### config.mk
export PLATFORM = sky130hd
export DESIGN_NAME = aer_evt_decoder
export DESIGN_NICKNAME = d
export VERILOG_FILES = /design/src/rtl/aer_evt_decoder.sv
export SDC_FILE = /design/constraint.sdc
export NUM_CORES = 1
export LEC_CHECK = 0
export ABC_CLOCK_PERIOD_IN_PS = 3700
export CORE_ASPECT_RATIO = 1.2
export CORE_MARGIN = 2
export CORE_UTILIZATION = 25
export DETAILED_ROUTE_END_ITERATION = 12
export MAX_ROUTING_LAYER = met4
export SYNTH_ARGS = -nofsm -noshare
export SYNTH_HDL_FRONTEND = slang
export SYNTH_SLANG_ARGS = --single-unit
export TNS_END_PERCENT = 50
### constraint.sdc
create_clock -name clk -period 3.7 [get_ports clk]
set_input_delay 0.555 -clock clk [delete_from_list [all_inputs] [get_ports clk]]
set_output_delay 0.555 -clock clk [all_outputs]
set_load 0.01 [all_outputs]
### src/rtl/aer_evt_decoder.sv
// AER event decoder: turns row/column/tailword streams into timestamped {ts, y, x}
// words, with an optional ROI filter and saturating event/drop/error counters.
module aer_evt_decoder #(
    parameter int IMG_SIZE        = 32,
    parameter int AER_DWIDTH      = $clog2(IMG_SIZE) + 1,
    parameter int OH_DEC_WIDTH    = 8,
    parameter int TIMESTAMP_WIDTH = 16,
    parameter int TIME_RES_WIDTH  = 16,
    parameter int EVT_CTR_WIDTH   = 32
) (
    input  logic                                      clk,
    input  logic                                      reset,
    input  logic                                      en,
    input  logic [TIME_RES_WIDTH-1:0]                 time_res,
    input  logic [31:0]                               roi,
    input  logic                                      roi_en,
    input  logic                                      cnt_clr,
    input  logic                                      in_valid,
    input  logic [AER_DWIDTH-1:0]                     in_data,
    output logic                                      in_ready,
    output logic                                      out_valid,
    output logic [TIMESTAMP_WIDTH+2*OH_DEC_WIDTH-1:0] out_data,
    input  logic                                      out_ready,
    output logic                                      ts_wrap,
    output logic [EVT_CTR_WIDTH-1:0]                  evt_cnt,
    output logic [EVT_CTR_WIDTH-1:0]                  drop_cnt,
    output logic [EVT_CTR_WIDTH-1:0]                  err_cnt
);
    // state    | meaning
    // WAIT_ROW | expecting a row address word
    // WAIT_COL | row latched; column words emit events until a tailword
    localparam int AW = $clog2(IMG_SIZE);
    localparam logic [AER_DWIDTH-1:0] AER_TAILWORD = '1;

    typedef struct packed {
        logic [7:0] h;
        logic [7:0] w;
        logic [7:0] y;
        logic [7:0] x;
    } roi_t;

    typedef enum logic {WAIT_ROW = 1'b0, WAIT_COL = 1'b1} state_t;

    state_t                     state;
    logic [AW-1:0]              y_reg;
    logic [AW-1:0]              addr;
    logic [TIMESTAMP_WIDTH-1:0] ts;
    logic [TIMESTAMP_WIDTH-1:0] ts_row;
    logic [TIME_RES_WIDTH-1:0]  prescaler;
    roi_t                       roi_r;
    logic                       accept, is_addr, is_tail, is_err;
    logic                       roi_pass, evt, load, drop, err;
    logic [8:0]                 x9, y9, x_lo, x_hi, y_lo, y_hi;

    function automatic logic [EVT_CTR_WIDTH-1:0] sat_inc(
        input logic [EVT_CTR_WIDTH-1:0] c,
        input logic                     inc
    );
        return (inc && !(&c)) ? c + EVT_CTR_WIDTH'(1) : c;
    endfunction

    assign roi_r    = roi_t'(roi);
    assign addr     = in_data[AW-1:0];
    assign in_ready = !out_valid || out_ready;
    assign accept   = in_valid && in_ready;
    assign is_addr  = !in_data[AER_DWIDTH-1];
    assign is_tail  = (in_data == AER_TAILWORD);
    assign is_err   = !is_addr && !is_tail;

    // 9-bit bounds so x+w / y+h cannot overflow back into range
    always_comb begin
        x9       = 9'(addr);
        y9       = 9'(y_reg);
        x_lo     = {1'b0, roi_r.x};
        x_hi     = {1'b0, roi_r.x} + {1'b0, roi_r.w};
        y_lo     = {1'b0, roi_r.y};
        y_hi     = {1'b0, roi_r.y} + {1'b0, roi_r.h};
        roi_pass = !roi_en || ((x9 >= x_lo) && (x9 < x_hi) && (y9 >= y_lo) && (y9 < y_hi));
    end

    assign evt  = accept && en && (state == WAIT_COL) && is_addr;
    assign load = evt && roi_pass;
    assign drop = evt && !roi_pass;
    assign err  = accept && en && is_err;

    always_ff @(posedge clk) begin
        if (reset || cnt_clr) begin
            prescaler <= '0;
            ts        <= '0;
            ts_wrap   <= 1'b0;
        end else if (prescaler >= time_res) begin
            prescaler <= '0;
            ts        <= ts + TIMESTAMP_WIDTH'(1);
            ts_wrap   <= &ts;
        end else begin
            prescaler <= prescaler + TIME_RES_WIDTH'(1);
            ts_wrap   <= 1'b0;
        end
    end

    always_ff @(posedge clk) begin
        if (reset || cnt_clr) begin
            evt_cnt  <= '0;
            drop_cnt <= '0;
            err_cnt  <= '0;
        end else begin
            evt_cnt  <= sat_inc(evt_cnt, load);
            drop_cnt <= sat_inc(drop_cnt, drop);
            err_cnt  <= sat_inc(err_cnt, err);
        end
    end

    always_ff @(posedge clk) begin
        if (reset) begin
            state     <= WAIT_ROW;
            y_reg     <= '0;
            ts_row    <= '0;
            out_valid <= 1'b0;
            out_data  <= '0;
        end else begin
            if (load) begin
                out_valid <= 1'b1;
                out_data  <= {ts_row, OH_DEC_WIDTH'(y_reg), OH_DEC_WIDTH'(addr)};
            end else if (out_ready) begin
                out_valid <= 1'b0;
            end

            if (!en) begin
                state <= WAIT_ROW;
            end else if (accept) begin
                case (state)
                    WAIT_ROW: begin
                        if (is_addr) begin
                            y_reg  <= addr;
                            ts_row <= ts;
                            state  <= WAIT_COL;
                        end
                    end
                    WAIT_COL: begin
                        if (is_tail || is_err) state <= WAIT_ROW;
                    end
                endcase
            end
        end
    end
endmodule
After elaboration in Yosys (flattened, before gate mapping)
Index checks and enable logic that the tools add are counted.
Word-level totals
  bits in registers: 178
  output and inout bits: 131
  input bits: 61
  word-level logic and storage cells: 68
Operators by class
  reduce and logical (&&, ||, !) cells: 35
  bitwise operators: 4
  magnitude comparators: 5
  equality and inequality tests: 1
  muxes and demuxes: 5
  add/subtract/negate cells: 7
Operators by type and width (number)
  $add A32 B1 Y32 const B: 3
  $reduce_and A32 Y1: 3
  $add A16 B1 Y16 const B: 2
  $add A8 B8 Y9: 2
  $lt A5 B9 Y1: 2
  $ge A16 B16 Y1: 1
  $ge A5 B8 Y1: 2
  $reduce_and A16 Y1: 1
  $logic_and A1 B1 Y1: 14
  $logic_not A1 Y1: 8
  $eq A6 B6 Y1 const B: 1
  $reduce_or A2 Y1: 3
  $logic_or A1 B1 Y1: 4
  $mux W1: 4
  $not A1 Y1: 4
  $reduce_and A4 Y1: 1
  $pmux W1 S2: 1
  $reduce_bool A2 Y1: 1

Longest topological paths before layout
Gate-level depths: netlist (run 1).
  word-level depth: 9
  mapped depth: 14
  gate-level depth less buffers: 12

Worst setup path before layout (run 1)
OpenSTA, ideal clock, no wires.
  path type: input to register
  from: input port roi[0]
  to: register evt_cnt[30]
  required time: 3.568 ns
  path buffers: 2
  arrival: 3.399 ns
  library setup time: 0.132 ns
  stages: 14
  slack: 0.169 ns
  cell sequence: ha_1 fa_1 a21o_1 a21oi_1 xor2_1 ha_1 a21o_1 a31oi_1 o32ai_2 or3_4 buf_6 buf_2 o41ai_1 a21oi_1
Between the ends
  word-level cells in the longest chain between the ends: 8
  elaborated cells between the ends (all ways): 9
  those cells by class: add/sub (1); order compare (2); reduce/logical (6)
Ends and longest elaborated chain
  start: declaration: line 15  | input logic [31:0] roi,
  $add A8 B8 Y9: line 75  | x_hi = {1'b0, roi_r.x} + {1'b0, roi_r.w};
  $lt A5 B9 Y1: line 78  | roi_pass = !roi_en || ((x9 >= x_lo) && (x9 < x_hi) && (y9 >= y_lo) && (y9 < y_hi));
  $logic_and A1 B1 Y1 * (3 in series): line 78
  $logic_or A1 B1 Y1 *: line 78
  $logic_and A1 B1 Y1 *: line 82  | assign load = evt && roi_pass;
  $logic_and A1 B1 Y1 *: line 59  | return (inc && !(&c)) ? c + EVT_CTR_WIDTH'(1) : c;
  end signal: assignment: line 107  | evt_cnt <= sat_inc(evt_cnt, load);
  end: declaration: line 25  | output logic [EVT_CTR_WIDTH-1:0] evt_cnt,
Mark *: on every way between the ends. The rest lies on a longest branch, timed or not.
A chain may end at the register's enable or synchronous reset.

Final worst setup path (run 1)
  from: input port roi[8]
  to: register drop_cnt[31]
Between the ends
  word-level cells in the longest chain between the ends: 7
  elaborated cells between the ends (all ways): 9
  those cells by class: add/sub (1); order compare (2); reduce/logical (6)
Ends and longest elaborated chain
  $add A8 B8 Y9 / $ge A5 B8 Y1 (equally long branches): line 77, 78
  $lt A5 B9 Y1 / $logic_and A1 B1 Y1 (equally long branches): line 78
  $logic_and A1 B1 Y1 *: line 78
  $logic_or A1 B1 Y1 *: line 78
  $logic_not A1 Y1 *: line 83  | assign drop = evt && !roi_pass;
  $logic_and A1 B1 Y1 *: line 83
  $logic_and A1 B1 Y1 *: line 59
  end signal: assignment: line 108  | drop_cnt <= sat_inc(drop_cnt, drop);
  end: declaration: line 26  | output logic [EVT_CTR_WIDTH-1:0] drop_cnt,
Marked as above.

==> results of run 1 <==
-- cell usage after synthesis, drive strengths merged, types with 2 or more instances --
| cell | count |
|---|---|
| dfxtp | 178 |
| nand2 | 113 |
| nor2 | 102 |
| a21oi | 87 |
| ha | 55 |
| nand3 | 55 |
| inv | 41 |
| or4 | 41 |
| mux2i | 40 |
| nand4 | 38 |
| o31ai | 38 |
| clkbuf | 35 |
| or3 | 30 |
| xnor2 | 27 |
| xor2 | 27 |
| buf | 26 |
| o21ai | 25 |
| nor3 | 21 |
| and3 | 20 |
| and4 | 15 |
| and2 | 11 |
| a21o | 10 |
| a211oi | 9 |
| nor4 | 9 |
| o211ai | 8 |
| a31oi | 5 |
| or2 | 5 |
| nor2b | 4 |
| o21a | 4 |
| o31a | 3 |
| fa | 2 |
| nand2b | 2 |
| nand4b | 2 |
| nor3b | 2 |
| nor4b | 2 |
| o2111ai | 2 |
| o21bai | 2 |
| o311ai | 2 |
| o41ai | 2 |
-- per-layer routing --
layer,part of all wire,vias to the layer above,GRT usage
li1,-,4442,-
met1,0.44,4207,0.162
met2,0.50,199,0.236
met3,0.038,34,0.0272
met4,0.024,0,0.0519
met5,0,-,-
-- through the flow --
stage | TNS, ns | std cells | hold WS, ns | total power, mW
6_report | 0 | 1803 | 0.459 | 4.17
5_1_grt | -0.476 | 1803 | 0.482 | 4.34
4_1_cts | -0.0164 | 1796 | 0.462 | 4.22
3_5_place_dp | -35.22 | 1761 | 0.451 | 2.30
3_3_place_gp | -31.25 | 1761 | 0.445 | 2.30
2_1_floorplan | 0 | 1117 | 0.430 | 2.14
-- logic make-up (layout without fill, tap and decap cells) --
kind of cell / count (synthesis) / after routing / synth area share
buffers and inverters: 102 / 306 / 0.0471
flip-flops: 178 / 178 / 0.380
AND/OR/NAND/NOR: 476 / 481 / 0.265
multiplexers: 40 / 40 / 0.0427
other: 1 / 9 / 0.000400
AO/OA/AOI/OAI: 204 / 204 / 0.137
adder cells (fa/ha/maj): 57 / 57 / 0.0776
XOR/XNOR: 54 / 54 / 0.0504
-- power groups by stage --
stage	combinational [mW]	sequential (mW)	clock (mW)
final	0.359	1.92	1.88
after global placement	0.331	1.97	0
after global routing	0.400	1.92	2.02
after floorplan	0.174	1.97	0
after detailed placement	0.336	1.97	0
after CTS	0.350	1.92	1.95
-- worst min path at each step --
stage | startpoint | to | slack (ns) | cells past startpoint
2_1_floorplan | prescaler[0]$_SDFF_PP0_ | prescaler[0]$_SDFF_PP0_ | 0.43 | 1
3_3_place_gp | prescaler[0]$_SDFF_PP0_ | prescaler[0]$_SDFF_PP0_ | 0.45 | 1
3_5_place_dp | ts_row[8]$_SDFFE_PP0P_ | ts_row[8]$_SDFFE_PP0P_ | 0.45 | 2
4_1_cts | ts_row[8]$_SDFFE_PP0P_ | ts_row[8]$_SDFFE_PP0P_ | 0.46 | 2
5_1_grt | ts_row[6]$_SDFFE_PP0P_ | ts_row[6]$_SDFFE_PP0P_ | 0.48 | 2
6_report | ts_row[6]$_SDFFE_PP0P_ | ts_row[6]$_SDFFE_PP0P_ | 0.46 | 2
-- layout by cell type, fill, tap and decap left out, types with 22 or more instances in the layout --
| master | n |
|---|---|
| clkdlybuf4s50_1 | 184 |
| dfxtp_1 | 178 |
| nand2_1 | 113 |
| nor2_1 | 100 |
| a21oi_1 | 77 |
| nand3_1 | 55 |
| ha_1 | 53 |
| buf_4 | 42 |
| inv_1 | 41 |
| mux2i_1 | 40 |
| nand4_1 | 38 |
| o31ai_1 | 38 |
| or4_1 | 36 |
| or3_1 | 29 |
| xor2_1 | 27 |
| xnor2_1 | 27 |
| o21ai_0 | 22 |
-- worst max-delay path, delay by kind of cell --
family / cells / cell delay (ns)
AOI/OAI and AO/OA: 5 / 1.00
buffers and inverters: 4 / 0.88
adders and majority gates: 3 / 0.85
and+or+nand+nor: 2 / 0.56
xor gates and xnor gates: 1 / 0.14
-- cell type report --
| cell class | instances | area [um2] | share of cell area |
|---|---|---|---|
| tap | 474 | 593 | 0.0465 |
| clock buffer | 17 | 425 | 0.0334 |
| antenna | 3 | 7.51 | 0.000589 |
| inverter | 41 | 154 | 0.0121 |
| clock inverter | 15 | 189 | 0.0148 |
| multi-input combinational | 842 | 5560 | 0.437 |
| sequential | 178 | 3560 | 0.280 |
| timing repair buffer | 233 | 2250 | 0.176 |
-- repair_timing --
| action | 4_1_cts | 5_1_grt |
|---|---|---|
| gates resized for setup | 11 | 24 |
| pin swaps | 1 | 11 |
| hold buffers | 0 | 0 |
| setup buffers | 0 | 2 |
| gates cloned | 3 | 2 |
| setup endpoints to repair | 38 | 77 |
==> flow_summary.json, run 1 <==
{
  "num-fill-cells": 3832,
  "grt_pass1_vias": 8364,
  "vias_per_cell": 4.93,
  "dp_slack_ns": -0.567,
  "synth.distinct_cells": 61,
  "ys_seq_elements": 178,
  "critPathArrivalTime_ns": 3.99,
  "fin_worst_skew_ns": 0.0126,
  "crit_type": "in -> reg",
  "grt_start_max_net_pins": 63,
  "placed_cell_area_um2": 11900,
  "synthArstFlopShare": 0,
  "regToRegSetupSlack_ns": 0.95,
  "port_buffers": 185,
  "cts_tree": "done",
  "synth_cells": 1112,
  "yosys.area.top_type": "dfxtp_1",
  "grt-ovfl-total": 0,
  "layout.nets": 1431,
  "min_path_type": "reg -> reg",
  "synth_area_um2": 9380,
  "cts_buffers": 17,
  "cp-end-kind": "flop",
  "clockBufferDepth": 2,
  "fmax_ghz": 0.276,
  "gp_congestion": 0.812,
  "worstSetupStartpointType": "input port",
  "yosysSeqAreaShare": 0.380,
  "max-vdd-ir-drop_v": 0.000276,
  "core_um2": 36900,
  "timing.rr.start": "evt_cnt[1]$_SDFFE_PP0P_",
  "crit_path_end": "drop_cnt[31]$_SDFFE_PP0P_",
  "path_cells": "clkdlybuf4s50_1 > ha_2 > fa_2 > a21oi_2 > o21bai_1 > xnor2_1 > ha_1 > buf_4 > a31oi_2 > o32ai_4 > buf_6 > nor2_2 > buf_12 > or4_1 > a21oi_1",
  "avgSynthCellArea_um2": 8.44,
  "netlist_top_cells_area": "dfxtp_1, ha_1, a21oi_1, nand2_1, mux2i_1",
  "fin_area_um2": 12700,
  "relSlewSlack": 0.345,
  "grt_pass1_wl_mm": 43.0,
  "yosysWarnings": 0,
  "tightest_slew_ns": 0.981,
  "die_x_um": 181,
  "cp.required_ns": 4.07,
  "crit_start": "roi[8]",
  "gr-usage-all-layers": 0.139,
  "rows": 77,
  "die_area_um2": 39100,
  "dpl.hpwl_mm": 19.4,
  "hold_violations": 0,
  "cp_max_fo": 33,
  "clkLatencyLatePin_ns": 0.44,
  "synth_top_area_share": 0.380,
  "cts_max_level": 4,
  "drt_pass1_iterations": 5,
  "ios": 192,
  "drcViolationCount": 0,
  "cts-root-buf": "clkbuf_16",
  "vias": 8882,
  "clkPwrFrac": 0.452,
  "largestRegisters": "drop_cnt: 32 flops, err_cnt: 32 flops, evt_cnt: 32 flops",
  "wire_per_inst_um": 15.1,
  "slew_violations": 0,
  "p_seq_frac": 0.461,
  "p_sw_frac": 0.263,
  "p_int_mw": 3.07,
  "synth_flop_cell": "dfxtp_1",
  "fin_crit_sh": 0.980,
  "drt-total-wl_mm": 27.2,
  "setup_ws_ns": 0.0744,
  "antenna_found_initial": 3,
  "fin_util": 0.345,
  "ant_nets": 0,
  "area_growth_pct": 35.8,
  "synth_edf_count": 0,
  "pwr-share-comb": 0.086,
  "initial_utilization": 0.254,
  "cp_slowest_cell": "or4_1",
  "drtIter0Drc": 394,
  "fin_crit_ns": 3.63,
  "clk_pin_slew_ns": 0.08,
  "worstReg2RegEnd": "evt_cnt[8]$_SDFFE_PP0P_",
  "switching_power_mw": 1.10,
  "cap_violations": 0,
  "drive_above_1_share": 0.0943,
  "status": "complete, no violations",
  "die_h_um": 216,
  "r2r_cells": 9,
  "cts_sinks": 178,
  "leakage_nw": 4.52,
  "finalSetupViolations": 0,
  "cp_slowest_stage_delay_ns": 0.51,
  "power_density_nw_per_um2": 327
}
Note: power is estimated with default switching activity, not from simulation.
==> run 2, diff against run 1 <==
--- a/config.mk
+++ b/config.mk
@@ -6,11 +6,12 @@
 export NUM_CORES = 1
 export LEC_CHECK = 0
 export ABC_CLOCK_PERIOD_IN_PS = 3700
-export CORE_ASPECT_RATIO = 1.2
+export CORE_ASPECT_RATIO = 2
 export CORE_MARGIN = 2
 export CORE_UTILIZATION = 25
 export DETAILED_ROUTE_END_ITERATION = 12
 export MAX_ROUTING_LAYER = met4
+export PLACE_DENSITY = 0.43
 export SYNTH_ARGS = -nofsm -noshare
 export SYNTH_HDL_FRONTEND = slang
 export SYNTH_SLANG_ARGS = --single-unit
==> flow_summary.json, run 2 (same netlist as run 1, synthesis figures left out) <==
{
  "wire_per_inst_um": 17.4,
  "crit_family": "compound AO/OA/AOI/OAI gates",
  "initial_utilization": 0.252,
  "cp_slowest_stage_delay_ns": 0.49,
  "fin_worst_skew_ns": 0.0168,
  "dp_slack_ns": -0.642,
  "worstSetupStartpointType": "input port",
  "fin_crit_sh": 0.976,
  "cp-end-kind": "flop",
  "cts_sinks": 178,
  "finalSetupViolations": 0,
  "critPathBufInv": 3,
  "slew_violations": 0,
  "fmax_ghz": 0.277,
  "critPathArrivalTime_ns": 3.99,
  "largestRegisters": "drop_cnt: 32 flops, err_cnt: 32 flops, evt_cnt: 32 flops",
  "drt-total-wl_mm": 31.3,
  "diodes": 0,
  "hold_violations": 0,
  "setup_ws_ns": 0.0879,
  "fin_crit_ns": 3.61,
  "vias": 8912,
  "drcViolationCount": 0,
  "gr-usage-all-layers": 0.159,
  "cp.required_ns": 4.08,
  "cts_max_level": 4,
  "gp_congestion": 0.801,
  "cts-root-buf": "clkbuf_16",
  "power_density_nw_per_um2": 325,
  "drt_pass1_iterations": 5,
  "cts_tree": "done",
  "leakage_nw": 4.67,
  "grt-ovfl-total": 0,
  "clockBufferDepth": 2,
  "path_cells": "clkdlybuf4s50_1 > fa_2 > a21o_1 > a21oi_2 > xor2_1 > ha_1 > a21o_1 > a31oi_2 > o32ai_2 > or3_4 > buf_12 > clkbuf_16 > or3_1 > a21oi_1",
  "die_area_um2": 39200,
  "core_um2": 37200,
  "min_path_type": "reg -> reg",
  "drive_above_1_share": 0.0981,
  "die_x_um": 141,
  "antenna_found_initial": 0,
  "cap_violations": 0,
  "grt_pass1_vias": 8847,
  "max-vdd-ir-drop_v": 0.000311,
  "grt_start_max_net_pins": 62,
  "cp_max_fo": 6,
  "ant_nets": 0,
  "drtIter0Drc": 279,
  "crit_type": "in -> reg",
  "whs_ns": 0.459,
  "hold_buffers": 0,
  "cts_buffers": 17,
  "relSlewSlack": 0.434,
  "status": "complete, no violations",
  "port_buffers": 185,
  "r2r_cells": 9,
  "rows": 100,
  "fin_util": 0.346,
  "layout.nets": 1440,
  "dpl.hpwl_mm": 22.5,
  "mostFrequentLayoutCells": "dfxtp_1, clkdlybuf4s50_1, nand2_1",
  "critical_path_depth": 14,
  "clkLatencyLatePin_ns": 0.46,
  "ios": 192,
  "grt_pass1_wl_mm": 48.0,
  "clk_pin_slew_ns": 0.07,
  "crit_top_cell": "a21o_1",
  "fin_setup_tns_ns": 0,
  "vias_per_cell": 4.97,
  "cp_slowest_cell": "or3_4",
  "tightest_slew_ns": 0.850,
  "area_growth_pct": 37.0,
  "die_h_um": 278,
  "holdPathStages": 2
}
## run 2: cell count changes in the layout (fill, tap and decap cells not counted), sizes merged, moves of 3 or more
cell,before,now
buf,49,60
clkbuf,17,23
clkdlybuf4s50,184,178
dlymetal6s2s,0,6
clkinv,8,3
or3,35,30
diode,3,0
## run 2: cell type report
cell class              instances  area, um2
multi-input cells             837       5490
inverters                      41        154
clock inverters                12        139
well taps                     459        574
flip-flops and latches        178       3560
repair buffers                247       2470
fillers                      3890      24300
clock buffers                  20        467
## run 2: path summary, 6_finish.rpt
path	from	end	slack (ns)
hold reg to reg	ts_row[1]$_SDFFE_PP0P_	ts_row[1]$_SDFFE_PP0P_	0.46
setup reg to reg	evt_cnt[0]$_SDFFE_PP0P_	evt_cnt[4]$_SDFFE_PP0P_	0.92
hold / removal	ts_row[1]$_SDFFE_PP0P_	ts_row[1]$_SDFFE_PP0P_	0.46
setup / recovery	roi[1]	evt_cnt[13]$_SDFFE_PP0P_	0.09
## run 2: per-stage QoR
step,instance area (um2),power [mW],std cells
after floorplan,9400,2.14,1117
after global placement,12000,2.31,1752
after detailed placement,12000,2.31,1752
after CTS,12600,4.25,1784
after global routing,12900,4.36,1794
final,12900,4.18,1794
## run 2: per-layer routing
layer | wire, um | up-vias | global-route usage
met5 | 0 | - | -
li1 | - | 4450 | -
met4 | 930 | 0 | 0.0582
met3 | 1150 | 38 | 0.0292
met1 | 11800 | 4232 | 0.163
met2 | 17400 | 192 | 0.298
## run 2: what timing repair did
action / CTS / global route
gates cloned: 0 / 6
resized for setup: 5 / 21
setup endpoints to repair: 24 / 26
pin swaps: 0 / 30
buffers inserted: 0 / 4
## run 2: worst min-delay path, stage by stage, from the launching register on
cell,delay [ns]
dfxtp_1,0.31
nand2_1,0.05
a21oi_1,0.05
## run 2: power by group
| group | total (mW) | internal [mW] | switching (mW) |
|---|---|---|---|
| registers | 1.92 | 1.92 | 0.00468 |
| logic | 0.349 | 0.174 | 0.175 |
| clock network | 1.91 | 1.01 | 0.896 |
==> run 3, diff against run 2 <==
--- a/config.mk
+++ b/config.mk
@@ -11,7 +11,7 @@
 export CORE_UTILIZATION = 25
 export DETAILED_ROUTE_END_ITERATION = 12
 export MAX_ROUTING_LAYER = met4
-export PLACE_DENSITY = 0.43
+export PLACE_DENSITY = 0.44
 export SYNTH_ARGS = -nofsm -noshare
 export SYNTH_HDL_FRONTEND = slang
 export SYNTH_SLANG_ARGS = --single-unit
==> flow_summary.json, run 3 (same netlist as run 1, synthesis figures left out) <==
{
  "status": "complete, no violations",
  "cap_violations": 0,
  "placedCellCount": 1761,
  "gr-usage-all-layers": 0.164,
  "whs_endpoint": "ts_row[9]$_SDFFE_PP0P_",
  "area_growth_pct": 37.3,
  "port_buffers": 185,
  "fin_worst_skew_ns": 0.0154,
  "cts_buffers": 17,
  "timing.rr.start": "evt_cnt[0]$_SDFFE_PP0P_",
  "grt_start_max_net_pins": 62,
  "grt-ovfl-total": 0,
  "ant_nets": 0,
  "fin_crit_sh": 0.973,
  "layout_commonest_cell": "clkdlybuf4s50_1",
  "regToRegSetupSlack_ns": 0.93,
  "fin_util": 0.347,
  "cts_tree": "done",
  "dpl.hpwl_mm": 22.7,
  "relSlewSlack": 0.436,
  "finalSetupViolations": 0,
  "path_cells": "clkdlybuf4s50_1 > ha_2 > fa_2 > a21oi_2 > o21bai_1 > xnor2_1 > ha_1 > a21o_1 > a31oi_2 > o32ai_4 > buf_6 > nor2_2 > buf_12 > or4_1 > a21oi_2",
  "vias": 9045,
  "cp_slowest_stage_delay_ns": 0.52,
  "clockBufferDepth": 2,
  "power_density_nw_per_um2": 318,
  "cp-end-kind": "flop",
  "mostFrequentLayoutCells": "clkdlybuf4s50_1, dfxtp_1, nand2_1",
  "slew_violations": 0,
  "drt-total-wl_mm": 31.3,
  "crit_top_cell": "a21oi_2",
  "initial_utilization": 0.252,
  "worstSetupStartpointType": "input port",
  "wire_per_inst_um": 17.4,
  "largestRegisters": "drop_cnt: 32 flops, err_cnt: 32 flops, evt_cnt: 32 flops",
  "grt_pass1_wl_mm": 48.9,
  "leakage_nw": 4.63,
  "holdCritStartpoint": "ts_row[9]$_SDFFE_PP0P_",
  "cts_sinks": 178,
  "drtIter0Drc": 308,
  "cp.required_ns": 4.08,
  "final_cell_count_no_fill": 1803,
  "cts_max_level": 4,
  "grt_pass1_vias": 9169,
  "ios": 192,
  "critPathArrivalTime_ns": 3.98,
  "cts-root-buf": "clkbuf_16",
  "diodes": 0,
  "layout.nets": 1450,
  "drive_above_1_share": 0.111,
  "worstReg2RegEnd": "evt_cnt[25]$_SDFFE_PP0P_",
  "hold_violations": 0,
  "core_um2": 37200,
  "cp_slowest_cell": "o32ai_4",
  "tightest_slew_ns": 0.845,
  "rows": 100,
  "clkLatencyLatePin_ns": 0.45,
  "crit_type": "in -> reg",
  "fmax_ghz": 0.278,
  "total_power_mw": 4.09,
  "cp_max_fo": 18,
  "vias_per_cell": 5.02,
  "fin_crit_ns": 3.60,
  "die_h_um": 278,
  "antenna_found_initial": 0,
  "placed_cell_area_um2": 12000,
  "r2r_cells": 9,
  "die_area_um2": 39200,
  "gp_congestion": 0.802,
  "die_x_um": 141,
  "clk_pin_slew_ns": 0.07,
  "holdPathStages": 2,
  "drcViolationCount": 0,
  "min_path_type": "reg -> reg",
  "drt_pass1_iterations": 4,
  "max-vdd-ir-drop_v": 0.000327,
  "fin_area_um2": 12900,
  "num-fill-cells": 3873
}
-- run 3: cell type report --
cell class                 instances  area [um2]  area share
tap                              459         574      0.0446
timing repair buffer             251        2420       0.188
sequential                       178        3560       0.277
clock buffer                      20         457      0.0355
clock inverter                    11         105     0.00816
inverter                          41         154      0.0119
multi-input combinational        843        5610       0.435
-- run 3: per-layer routing --
layer | part of all wire | GRT usage | vias to the layer above
met5 | 0 | - | -
met3 | 0.033 | 0.0282 | 51
met1 | 0.38 | 0.159 | 4308
li1 | - | - | 4487
met4 | 0.036 | 0.0754 | 0
met2 | 0.55 | 0.311 | 199
-- run 3: worst max path at each step --
stage,to,start,depth (start not counted)
floorplan,evt_cnt[30]$_SDFFE_PP0P_,roi[0],14
global placement,out_data[10]$_SDFFE_PP0P_,roi[0],14
detailed placement,out_data[10]$_SDFFE_PP0P_,roi[0],14
CTS,evt_cnt[25]$_SDFFE_PP0P_,roi[8],13
global route,drop_cnt[23]$_SDFFE_PP0P_,roi[24],15
finish,drop_cnt[23]$_SDFFE_PP0P_,roi[24],15
-- run 3: stage by stage --
| step | TNS, ns | hold slack, ns | setup slack, ns |
|---|---|---|---|
| floorplan | 0 | 0.430 | 0.169 |
| global placement | -39.18 | 0.442 | -0.612 |
| detailed placement | -41.87 | 0.449 | -0.651 |
| CTS | 0 | 0.459 | 0.00944 |
| global route | -0.00814 | 0.473 | -0.00814 |
| finish | 0 | 0.457 | 0.101 |
-- run 3: repair_timing --
item                       4_1_cts  5_1_grt
hold endpoints to repair         0        0
pin swaps                        4       25
setup endpoints to repair       53       79
buffers inserted                 0        4
hold buffers                     0        0
resized for setup               11       34
cloned                           4        3
-- run 3: worst max-delay path, delay by kind of cell --
kind            cells  cell delay, ns
compound gates      6            1.09
xor+xnor            1            0.13
fa+ha+maj           3            0.86
buf+inv             3            0.74
simple gates        2            0.58
-- run 3: where the power goes --
group	switching, mW	internal (mW)	total, mW
Combinational	0.189	0.188	0.377
Clock	0.828	0.964	1.79
Sequential	0.00481	1.92	1.92
Total	1.02	3.07	4.09
